==> src/rtl/immediate_gen_pkg.sv <==
// Shared opcode constants, format encoding and default datapath width for the
// RV64 immediate generator.
package immediate_gen_pkg;

  localparam int XLEN_DEFAULT = 64;

  localparam logic [6:0] OPC_LOAD      = 7'b0000011;
  localparam logic [6:0] OPC_OP_IMM    = 7'b0010011;
  localparam logic [6:0] OPC_OP_IMM_32 = 7'b0011011;
  localparam logic [6:0] OPC_JALR      = 7'b1100111;
  localparam logic [6:0] OPC_STORE     = 7'b0100011;
  localparam logic [6:0] OPC_BRANCH    = 7'b1100011;
  localparam logic [6:0] OPC_LUI       = 7'b0110111;
  localparam logic [6:0] OPC_AUIPC     = 7'b0010111;
  localparam logic [6:0] OPC_JAL       = 7'b1101111;

  typedef enum logic [2:0] {
    FMT_NONE = 3'd0,
    FMT_I    = 3'd1,
    FMT_S    = 3'd2,
    FMT_B    = 3'd3,
    FMT_U    = 3'd4,
    FMT_J    = 3'd5
  } fmt_e;

endpackage

==> src/rtl/immediate_gen_imm_decode.sv <==
// Combinational format and immediate decode from the opcode field.
// U/J formats are decoded only when IMM_GEN_UJ_EN is defined.
module imm_decode
  import immediate_gen_pkg::*;
#(
  parameter int XLEN = XLEN_DEFAULT
) (
  input  logic [31:0]     instr_i,
  output logic [2:0]      fmt_o,
  output logic [XLEN-1:0] imm_o
);

  fmt_e              fmt;
  logic signed [31:0] imm32;

  // Every format's MSB is instr[31], so a 32-bit signed intermediate suffices.
  function automatic logic [XLEN-1:0] sext(input logic signed [31:0] v);
    return XLEN'(v);
  endfunction

  always_comb begin
    fmt   = FMT_NONE;
    imm32 = '0;
    case (instr_i[6:0])
      OPC_LOAD, OPC_OP_IMM, OPC_OP_IMM_32, OPC_JALR: begin
        fmt   = FMT_I;
        imm32 = {{20{instr_i[31]}}, instr_i[31:20]};
      end
      OPC_STORE: begin
        fmt   = FMT_S;
        imm32 = {{20{instr_i[31]}}, instr_i[31:25], instr_i[11:7]};
      end
      OPC_BRANCH: begin
        fmt   = FMT_B;
        imm32 = {{19{instr_i[31]}}, instr_i[31], instr_i[7], instr_i[30:25],
                 instr_i[11:8], 1'b0};
      end
`ifdef IMM_GEN_UJ_EN
      OPC_LUI, OPC_AUIPC: begin
        fmt   = FMT_U;
        imm32 = {instr_i[31:12], 12'b0};
      end
      OPC_JAL: begin
        fmt   = FMT_J;
        imm32 = {{11{instr_i[31]}}, instr_i[31], instr_i[19:12], instr_i[20],
                 instr_i[30:21], 1'b0};
      end
`endif
      default: begin
        fmt   = FMT_NONE;
        imm32 = '0;
      end
    endcase
  end

`ifndef IMM_GEN_UJ_EN
  logic unused_uj_bits;
  assign unused_uj_bits = ^instr_i[19:12];
`endif

  assign fmt_o = fmt;
  assign imm_o = sext(imm32);

endmodule

==> src/rtl/immediate_gen.sv <==
// RV64 immediate generator: one-cycle registered decode of format and
// sign-extended immediate. Optional U/J support via IMM_GEN_UJ_EN.
module immediate_gen
  import immediate_gen_pkg::*;
#(
  parameter int XLEN = XLEN_DEFAULT
) (
  input  logic            clk,
  input  logic            rst_n,
  input  logic            in_valid,
  input  logic [31:0]     instruction,
  output logic            out_valid,
  output logic [XLEN-1:0] imm_out,
  output logic [2:0]      fmt_out
);

  logic [2:0]      fmt_d;
  logic [XLEN-1:0] imm_d;

  logic            vld_q;
  logic [2:0]      fmt_q;
  logic [XLEN-1:0] imm_q;

  imm_decode #(.XLEN(XLEN)) u_decode (
    .instr_i (instruction),
    .fmt_o   (fmt_d),
    .imm_o   (imm_d)
  );

  // Output stage: data only loads on a valid beat so results hold while idle.
  always_ff @(posedge clk or negedge rst_n) begin
    if (!rst_n) begin
      vld_q <= 1'b0;
      fmt_q <= FMT_NONE;
      imm_q <= '0;
    end else begin
      vld_q <= in_valid;
      if (in_valid) begin
        fmt_q <= fmt_d;
        imm_q <= imm_d;
      end
    end
  end

  assign out_valid = vld_q;
  assign fmt_out   = fmt_q;
  assign imm_out   = imm_q;

endmodule

==> config.mk <==
export PLATFORM = sky130hd
export DESIGN_NAME = immediate_gen
export DESIGN_NICKNAME = d
export VERILOG_FILES = /design/src/rtl/immediate_gen_pkg.sv /design/src/rtl/immediate_gen_imm_decode.sv /design/src/rtl/immediate_gen.sv
export SDC_FILE = /design/constraint.sdc
export NUM_CORES = 1
export LEC_CHECK = 0
export ABC_AREA = 1
export BUFFER_PORTS_ARGS = -buffer_cell sky130_fd_sc_hd__buf_2
export CAP_MARGIN = 15
export CORE_MARGIN = 10
export CORE_UTILIZATION = 30
export CTS_CLUSTER_DIAMETER = 40
export DETAILED_ROUTE_END_ITERATION = 8
export GPL_ROUTABILITY_DRIVEN = 0
export PLACE_DENSITY = 0.75
export SKIP_LAST_GASP = 1
export SLEW_MARGIN = 5
export SYNTH_ARGS = -nofsm -noshare
export SYNTH_HDL_FRONTEND = slang
export SYNTH_SLANG_ARGS = --single-unit
==> constraint.sdc <==
create_clock -name clk -period 2.4 [get_ports clk]
set_input_delay 0.24 -clock clk [delete_from_list [all_inputs] [get_ports clk]]
set_output_delay 0.24 -clock clk [all_outputs]
set_load 0.05 [all_outputs]
==> Word-level counts from Yosys, hierarchy flattened <==
Index checks and enable logic that the tools add are counted.
Widths: inputs -> output; s select.
{ "op_classes": {"eq_ne": 6, "mux": 2, "n_reduce_logical": 1} }
{ "op_table": {"columns": ["op", "count"], "rows": [
  ["$pmux 32 s3", 1],
  ["$eq 7x5->1 const B", 2],
  ["$eq 7x7->1 const B", 2],
  ["$eq 7x2->1 const B", 1],
  ["$eq 7x6->1 const B", 1],
  ["$pmux 2 s3", 1],
  ["$reduce_or 4->1", 1]
]} }
{ "totals": {"reg_bits": 36, "input_bits": 35, "wordCells": 12} }

==> Longest topological paths before layout <==
Gate-level depths: netlist of the first run.
{ "depth": {"word_depth": 3, "mapped_depth": 9, "mapped_depth_nobuf": 9} }

==> Cells and area by module <==
From an unflattened synthesis of the first run, not the netlist that was laid out.
{ "unflattened": {"cells_unflattened": 423, "area_unflattened_um2": 3387.0} }
{ "modules_own_cells": {"columns": ["module", "instances", "cells_per_inst", "area_per_inst_um2"], "rows": [
  ["immediate_gen", 1, 285, 2571.2],
  ["imm_decode", 1, 138, 815.8]
]} }

==> Least setup slack after synthesis of the first run <==
OpenSTA, ideal clock, no wires.
{ "synth_timing": {"kind": "flip-flop to output port", "startpoint": "register, netlist name imm_out[30]", "endpoint": "output port imm_out[13]", "arrival_time_ns": 1.748, "required_time_ns": 2.160, "setup_slack_ns": 0.412, "path_stages_with_launch": 2, "cell_sequence": "dfrtp_1 > buf_4"} }
{ "synth_rtl": {"columns": ["element", "line", "text"], "rows": [
  ["end: declaration", "immediate_gen.sv:13", "output logic [XLEN-1:0] imm_out,"]
]} }

==> impl_metrics.tcl, run 1 <==
set metrics [dict create \
    synth.distinct_cells 18 \
    postCtsHoldBufs 1 \
    yosys_warnings 0 \
    crit_end "imm_out[41]" \
    clock-root-buffer "clkbuf_8" \
    min_period_ps 1530 \
    final_common_cell "buf_2" \
    crit_path_end_kind "output pin" \
    worstPathRequired_ps 2160 \
    fp.dieW_microns 83.1 \
    slowest_stage "dfrtp_1" \
    htreeDepth 1 \
    core_sq_mm 0.00374 \
    dr_total_vias 1028 \
    grt_max_degree 50 \
    post_cts.repair.setup_buffers 0 \
    cts_tree "yes" \
    drt_wl_total_microns 3100 \
    synthesis.nets 190 \
    r2r_setup_slack_ps 1740 \
    multi_input_area_sq_um 357 \
    fp-row-count 22 \
    setup_tns_ps 0 \
    cp_data_arrival_time_ps 1290 \
    drtIter0Drc 25 \
    overflow 0 \
    cap_violations 0 \
    critical_path.startpoint "imm_out[30]$_DFFE_PN0P_" \
    start_util 0.319 \
    area_growth_pct 15.9 \
    p_total_mw 0.689 \
    period_share 0.639 \
    regArea_sq_um 400 \
    ys_ff_latch 16 \
    wire_per_inst_microns 12.5 \
    ir_drop_v 0.000309 \
    finalMaxSlewViolations 0 \
    cp-start-kind "flop" \
    hold_depth 3 \
    grt_pass1_wl_microns 5050 \
    fmax_mhz 652 \
    io-pin-count 103 \
    hold_violations 0 \
    worstRegToRegCells 2 \
    n_fill_cell 396 \
    path_max_fanout 49 \
    io_buffers 93 \
    grt_setup_unrepaired "no" \
    hold_path.class "primary input to flop" \
    grt_usage 0.0833 \
    clk_pin_slew_ps 60 \
    finalNetCount 236 \
    antenna_found_initial 0 \
    cts.path.max_buffers 2 \
    drt_first_pass_iters 4 \
    leakage_nw 0.967 \
    postSynthCellCount 155 \
    cts_made_buffers 3 \
    synth_area_sq_mm 0.00119 \
    dieHeight_microns 83.1 \
    skew_ps 0 \
    cts_resized 0 \
    layout-drive-gt1-share 0.545 \
    layout_common_cells "93 x buf_2, 43 x nand2_1, 17 x nand3_1" \
    worstSetupPathType "flop to output pin" \
    finish.utilization 0.370 \
    r2r-end "imm_out[30]$_DFFE_PN0P_" \
    power.density_mw_per_mm2 497 \
    critPathMaxStageDelay_ps 400 \
    cp_cell_sequence "buf_4, buf_2" \
    clock_latency_ps 240 \
    numClockSinks 16 \
    crit-reg2reg-launch "imm_out[30]$_DFFE_PN0P_" \
    synth.avg_cell_area_sq_um 7.71 \
    die-area_sq_mm 0.00691 \
    n_antenna_cell 0 \
    ys_seq_area_frac 0.335 \
    routed_via_density 4.15 \
    ant_nets 0 \
    drc_errors 0 \
    hpwlAfterDp_microns 2640 \
    grt_pass1_vias 1013 \
    status "finished clean" \
    setup_viol_count_final 0 \
]
## worst max-delay path, delay by kind of cell, from the launching register on
kind / cells / cell delay [ps]
flops: 1 / 400
buf+inv: 2 / 640
## per-layer routing
layer | wire (microns) | GRT usage | part of all wire | vias up
met5 | 0 | 0 | 0 | -
met4 | 10 | 0.0231 | 0.0032 | 0
met3 | 695 | 0.0713 | 0.22 | 2
met2 | 1160 | 0.112 | 0.37 | 79
met1 | 1230 | 0.0957 | 0.40 | 433
li1 | - | - | - | 514
## stage by stage
stage	cell area, sq um	instances	hold WS [ps]	setup slack (ps)
global route	1390	248	211	716
global placement	1320	243	175	1120
detailed placement	1320	243	180	1100
finish	1390	248	209	866
CTS	1390	248	202	827
floorplan	1190	155	-55.6	412
## flip-flops by register name (all words and copies together) (netlist names)
| register | count |
|---|---|
| out_valid | 1 |
| imm_out | 13 |
| fmt_out | 2 |
## final cells by class
| type | count | area share |
|---|---|---|
| Clock buffer | 4 | 0.0397 |
| Timing Repair Buffer | 95 | 0.349 |
| Inverter | 8 | 0.0217 |
| Sequential cell | 16 | 0.289 |
| Multi-Input combinational cell | 77 | 0.257 |
| Tap cell | 48 | 0.0434 |
## cell families after synthesis
kind of cell,Yosys count,share of synthesized area
other cells,1,0.00314
flops,16,0.335
buf+inv,62,0.366
simple gates,73,0.283
compound gates,3,0.0126
## worst min-delay path by stage
stage | start | to | slack [ps]
4_1_cts | instruction[10] | imm_out[3]$_DFFE_PN0P_ | 200
6_report | instruction[10] | imm_out[3]$_DFFE_PN0P_ | 210
3_5_place_dp | rst_n | out_valid$_DFF_PN0_ | 180
3_3_place_gp | rst_n | out_valid$_DFF_PN0_ | 170
5_1_grt | instruction[8] | imm_out[1]$_DFFE_PN0P_ | 210
2_1_floorplan | rst_n | fmt_out[0]$_DFFE_PN0P_ | -60
## power by group
group | internal (mW) | total (mW) | leakage, nW | switching [mW]
Combinational | 0.0390 | 0.176 | 0.718 | 0.137
Clock | 0.145 | 0.234 | 0.0288 | 0.0891
Sequential | 0.276 | 0.279 | 0.220 | 0.00303
## Yosys cell counts (all sizes together)
cell | instances | share of area
inv | 8 | 0.025
o21ai | 2 | 0.0084
conb | 1 | 0.0031
nand3 | 19 | 0.088
nand2 | 47 | 0.16
clkbuf | 2 | 0.015
dfrtp | 16 | 0.34
nor2 | 5 | 0.026
nor3 | 2 | 0.0084
a21oi | 1 | 0.0042
buf | 52 | 0.33
(Power assumes the default switching activity.)
==> run 2, diff against run 1 <==
clock period = 1.6 ns   (was 2.4 ns; I/O delays follow)
==> run 2 against run 1 <==
Worst setup slack got worse by 660 ps. First-iteration DRC count down 24%. Non-clock buffer count unchanged. Design area is 0.27% higher. Sequential power increased by 52%. Register-to-register slack got worse by 1000 ps. Total power up 51%. Via count is 0.97% higher. Largest power group unchanged. Critical endpoint is now imm_out[45]. Die area unchanged. Largest cell class unchanged. Hold slack worse by 78 ps.
==> impl_metrics.tcl, run 2 (synthesis results as in run 1) <==
set metrics [dict create \
    setup_tns_ps 0 \
    clock-root-buffer "clkbuf_8" \
    fmax_mhz 720 \
    grt_usage 0.0892 \
    crit_path_end_kind "output pin" \
    path_max_fanout 53 \
    drtIter0Drc 19 \
    ant_nets 0 \
    fp.dieW_microns 83.1 \
    htreeDepth 1 \
    overflow 0 \
    setup_viol_count_final 0 \
    cts.path.max_buffers 2 \
    critical-path-top-delay-family "flip-flops" \
    worstPathRequired_ps 1440 \
    layout-drive-gt1-share 0.550 \
    grt_pass1_vias 1103 \
    hold_path.class "primary input to flop" \
    hpwlAfterDp_microns 2700 \
    critPathMaxStageDelay_ps 640 \
    dp_cells 243 \
    cp-start-kind "flop" \
    drt_first_pass_iters 4 \
    period_share 0.868 \
    numClockSinks 16 \
    finalNetCount 236 \
    io_buffers 93 \
    cts_made_buffers 3 \
    finalMaxSlewViolations 0 \
    dieHeight_microns 83.1 \
    ir_drop_v 0.000412 \
    cts_tree "yes" \
    grt_pass1_wl_microns 5420 \
    cp_data_arrival_time_ps 1230 \
    leakage_nw 0.964 \
    antenna_found_initial 0 \
    grt_setup_unrepaired "no" \
    start_util 0.319 \
    grt_max_degree 54 \
    layout_common_cells "93 x buf_2, 43 x nand2_1, 17 x nand3_1" \
    stdcell_count 248 \
    cp_cell_sequence "buf_2" \
    wire_per_inst_microns 13.1 \
    p_total_mw 1.04 \
    die-area_sq_mm 0.00691 \
    status "finished clean" \
    clock_latency_ps 240 \
    drt_wl_total_microns 3250 \
    area_growth_pct 16.2 \
    drc_errors 0 \
    io-pin-count 103 \
    core_sq_mm 0.00374 \
    slowest_stage "dfrtp_4" \
    worstSetupPathType "flop to output pin" \
    critPathBufInv 1 \
    min_period_ps 1390 \
    r2r_setup_slack_ps 710 \
    power.density_mw_per_mm2 747 \
    finish.utilization 0.371 \
    n_antenna_cell 0 \
    skew_ps 0 \
    routed_via_density 4.19 \
    hold_violations 0 \
    hold-worst-slack_ps 132 \
    fp-row-count 22 \
    final_common_cell "buf_2" \
    largest_register_ffs 13 \
    clk_pin_slew_ps 70 \
    dr_total_vias 1038 \
    post_cts.repair.setup_buffers 0 \
    cap_violations 0 \
]
[run 2: cell count changes in the layout (fill, tap and decap cells not counted)]
cell	change
dfrtp_1	-1
dfrtp_4	+1
[run 2: power breakdown]
group,internal [mW],total [mW],switching (mW)
combinational,0.0595,0.261,0.202
clock,0.218,0.354,0.136
sequential,0.414,0.423,0.00888
[run 2: layout make-up]
type	count	area [sq um]
Clock buffer	4	55.1
Inverter	8	30.0
Sequential cell	16	404
Timing Repair Buffer	95	483
Tap cell	48	60.1
Multi-Input combinational cell	77	357
Fill cell	410	2350
[run 2: metrics by stage]
stage          setup slack (ps)  area (sq um)
2_1_floorplan               205          1200
3_3_place_gp                371          1320
3_5_place_dp                326          1320
4_1_cts                    58.3          1390
5_1_grt                    94.6          1390
6_report                    211          1390
[run 2: what timing repair did]
item,CTS,global route
endpoints found under the setup margin,0,52
endpoints found under the hold margin,16,0
hold buffers,1,0
resized for setup,0,1
[run 2: final timing paths]
path                       cells past startpoint                     from                 endpoint
min in group asynchronous                      2                    rst_n   imm_out[2]$_DFFE_PN0P_
max in group asynchronous                      2                    rst_n  imm_out[30]$_DFFE_PN0P_
max                                            1  imm_out[30]$_DFFE_PN0P_              imm_out[45]
max reg2reg                                    2  imm_out[30]$_DFFE_PN0P_  imm_out[30]$_DFFE_PN0P_
min reg2reg                                    2   imm_out[6]$_DFFE_PN0P_   imm_out[6]$_DFFE_PN0P_
min                                            3          instruction[10]   imm_out[3]$_DFFE_PN0P_
[run 2: worst register-to-register path, stage by stage, from the launching register on]
cell	delay (ps)
dfrtp_4	620
nand2_1	120
nand2_1	50
[run 2: routing by layer]
metal / up-vias / global-route usage / wire length [microns]
li1: 515 / - / -
met1: 437 / 0.109 / 1440
met2: 84 / 0.123 / 1150
met3: 2 / 0.0645 / 652
met4: 0 / 0.0185 / 6
met5: - / 0 / 0
==> run 3, diff against run 2 <==
CORE_MARGIN = 2   (was 10)
==> run 3 against run 2 <==
Register-to-register slack about the same. Combinational power fell by 2%. Non-clock buffer count decreased by 1. Clock skew unchanged. Wire length down 28%. Global-route usage up 1.4 points. Total power down 1.1%. Clock power down 2%. Critical path depth unchanged. Maximum frequency rose by 1.2%. Largest cell class unchanged. Highest routed layer unchanged.
==> impl_metrics.tcl, run 3 (synthesis results as in run 1) <==
set metrics [dict create \
    n_fill_cell 405 \
    fp-row-count 22 \
    grt_pass1_wl_microns 3530 \
    layout-drive-gt1-share 0.548 \
    r2r-end "imm_out[30]$_DFFE_PN0P_" \
    top_usage_layer "met2" \
    path_max_fanout 53 \
    cts.path.max_buffers 2 \
    clk_pin_slew_ps 60 \
    cts_made_buffers 3 \
    post_cts.repair.setup_buffers 0 \
    crit_cells 1 \
    io_buffers 93 \
    finalMaxSlewViolations 0 \
    wire_per_inst_microns 9.51 \
    leakage_nw 0.959 \
    critical_path.startpoint "imm_out[30]$_DFFE_PN0P_" \
    drt_first_pass_iters 4 \
    fmax_mhz 729 \
    antenna_found_initial 0 \
    crit_end "imm_out[25]" \
    finalNetCount 235 \
    stdcell_count 247 \
    critical-path-top-delay-family "flip-flops" \
    worst_slack_ps 228 \
    drc_errors 0 \
    grt_use_met1 0.141 \
    n_antenna_cell 0 \
    worstSetupPathType "flop to output pin" \
    cap_violations 0 \
    grtUsageMet2 0.166 \
    start_util 0.319 \
    status "finished clean" \
    cp_data_arrival_time_ps 1210 \
    critPathBufInv 1 \
    skew_ps 0 \
    drtIter0Drc 18 \
    grt_max_degree 54 \
    setup_viol_count_final 0 \
    slowest_stage "dfrtp_4" \
    multi_input_area_sq_um 357 \
    r2r_setup_slack_ps 710 \
    setup_tns_ps 0 \
    regArea_sq_um 404 \
    grt_pass1_vias 796 \
    fp.dieW_microns 67.1 \
    numClockSinks 16 \
    ir_drop_v 0.000440 \
    hold_path.class "primary input to flop" \
    overflow 0 \
    cp-start-kind "flop" \
    htreeDepth 1 \
    io-pin-count 103 \
    cts_tree "yes" \
    dr_total_vias 1041 \
    dieHeight_microns 67.1 \
    power.density_mw_per_mm2 743 \
    layout_common_cells "93 x buf_2, 43 x nand2_1, 17 x nand3_1" \
    period_share 0.858 \
    pre_cts_ws_ps 328 \
    worstPathRequired_ps 1440 \
    core_sq_mm 0.00374 \
    grt_setup_unrepaired "no" \
    routed_via_density 4.21 \
    grt_usage 0.103 \
    hpwlAfterDp_microns 1800 \
    worstRegToRegCells 2 \
    critPathMaxStageDelay_ps 630 \
    clock_latency_ps 240 \
    area_growth_pct 15.6 \
    p_total_mw 1.03 \
    crit-reg2reg-launch "imm_out[30]$_DFFE_PN0P_" \
    largest_register_ffs 13 \
    ant_nets 0 \
    hold_violations 0 \
    clock-root-buffer "clkbuf_8" \
    die-area_sq_mm 0.00450 \
    final_common_cell "buf_2" \
    min_period_ps 1370 \
    cp_cell_sequence "buf_2" \
    dp_cells 242 \
    drt_wl_total_microns 2350 \
    use_met3 0.0186 \
    crit_path_end_kind "output pin" \
]
run 3: cell count changes in the layout (fill, tap and decap cells not counted):
cell / change
buf_4: -1
run 3: what timing repair did:
item | 4_1_cts | 5_1_grt
hold buffers | 1 | 0
endpoints found under the hold margin | 16 | 0
setup endpoints to repair | 0 | 52
resized for setup | 0 | 1
run 3: power breakdown:
group	leakage (nW)	total, mW	switching (mW)	internal (mW)
Combinational	0.713	0.256	0.198	0.0579
Sequential	0.218	0.423	0.00871	0.414
Clock	0.0288	0.348	0.130	0.218
run 3: worst min path at each step:
stage,startpoint,to,slack [ps],cells after the start
CTS,instruction[8],imm_out[1]$_DFFE_PN0P_,130,3
floorplan,rst_n,fmt_out[0]$_DFFE_PN0P_,-140,0
finish,instruction[8],imm_out[1]$_DFFE_PN0P_,130,3
detailed placement,rst_n,imm_out[4]$_DFFE_PN0P_,90,1
global route,instruction[26],imm_out[6]$_DFFE_PN0P_,130,3
global placement,rst_n,imm_out[4]$_DFFE_PN0P_,90,1
run 3: metrics by stage:
stage                     hold slack (ps)  utilization  area [sq um]
final                                 131        0.369          1380
after global routing                  133        0.369          1380
after CTS                             126        0.368          1380
after detailed placement             92.0        0.351          1310
after global placement               88.2        0.351          1310
after floorplan                      -136            -          1200
run 3: layout make-up:
| class | count | share of cell area |
|---|---|---|
| clock buffer | 4 | 0.0399 |
| inverter | 8 | 0.0217 |
| multi-input combinational | 77 | 0.258 |
| sequential | 16 | 0.293 |
| tap | 48 | 0.0435 |
| timing repair buffer | 94 | 0.344 |
run 3: routing by layer:
metal,part of all wire,wire length (microns)
met5,0,0
met4,0.0051,12
met3,0.13,294
met2,0.44,1030
met1,0.43,1010
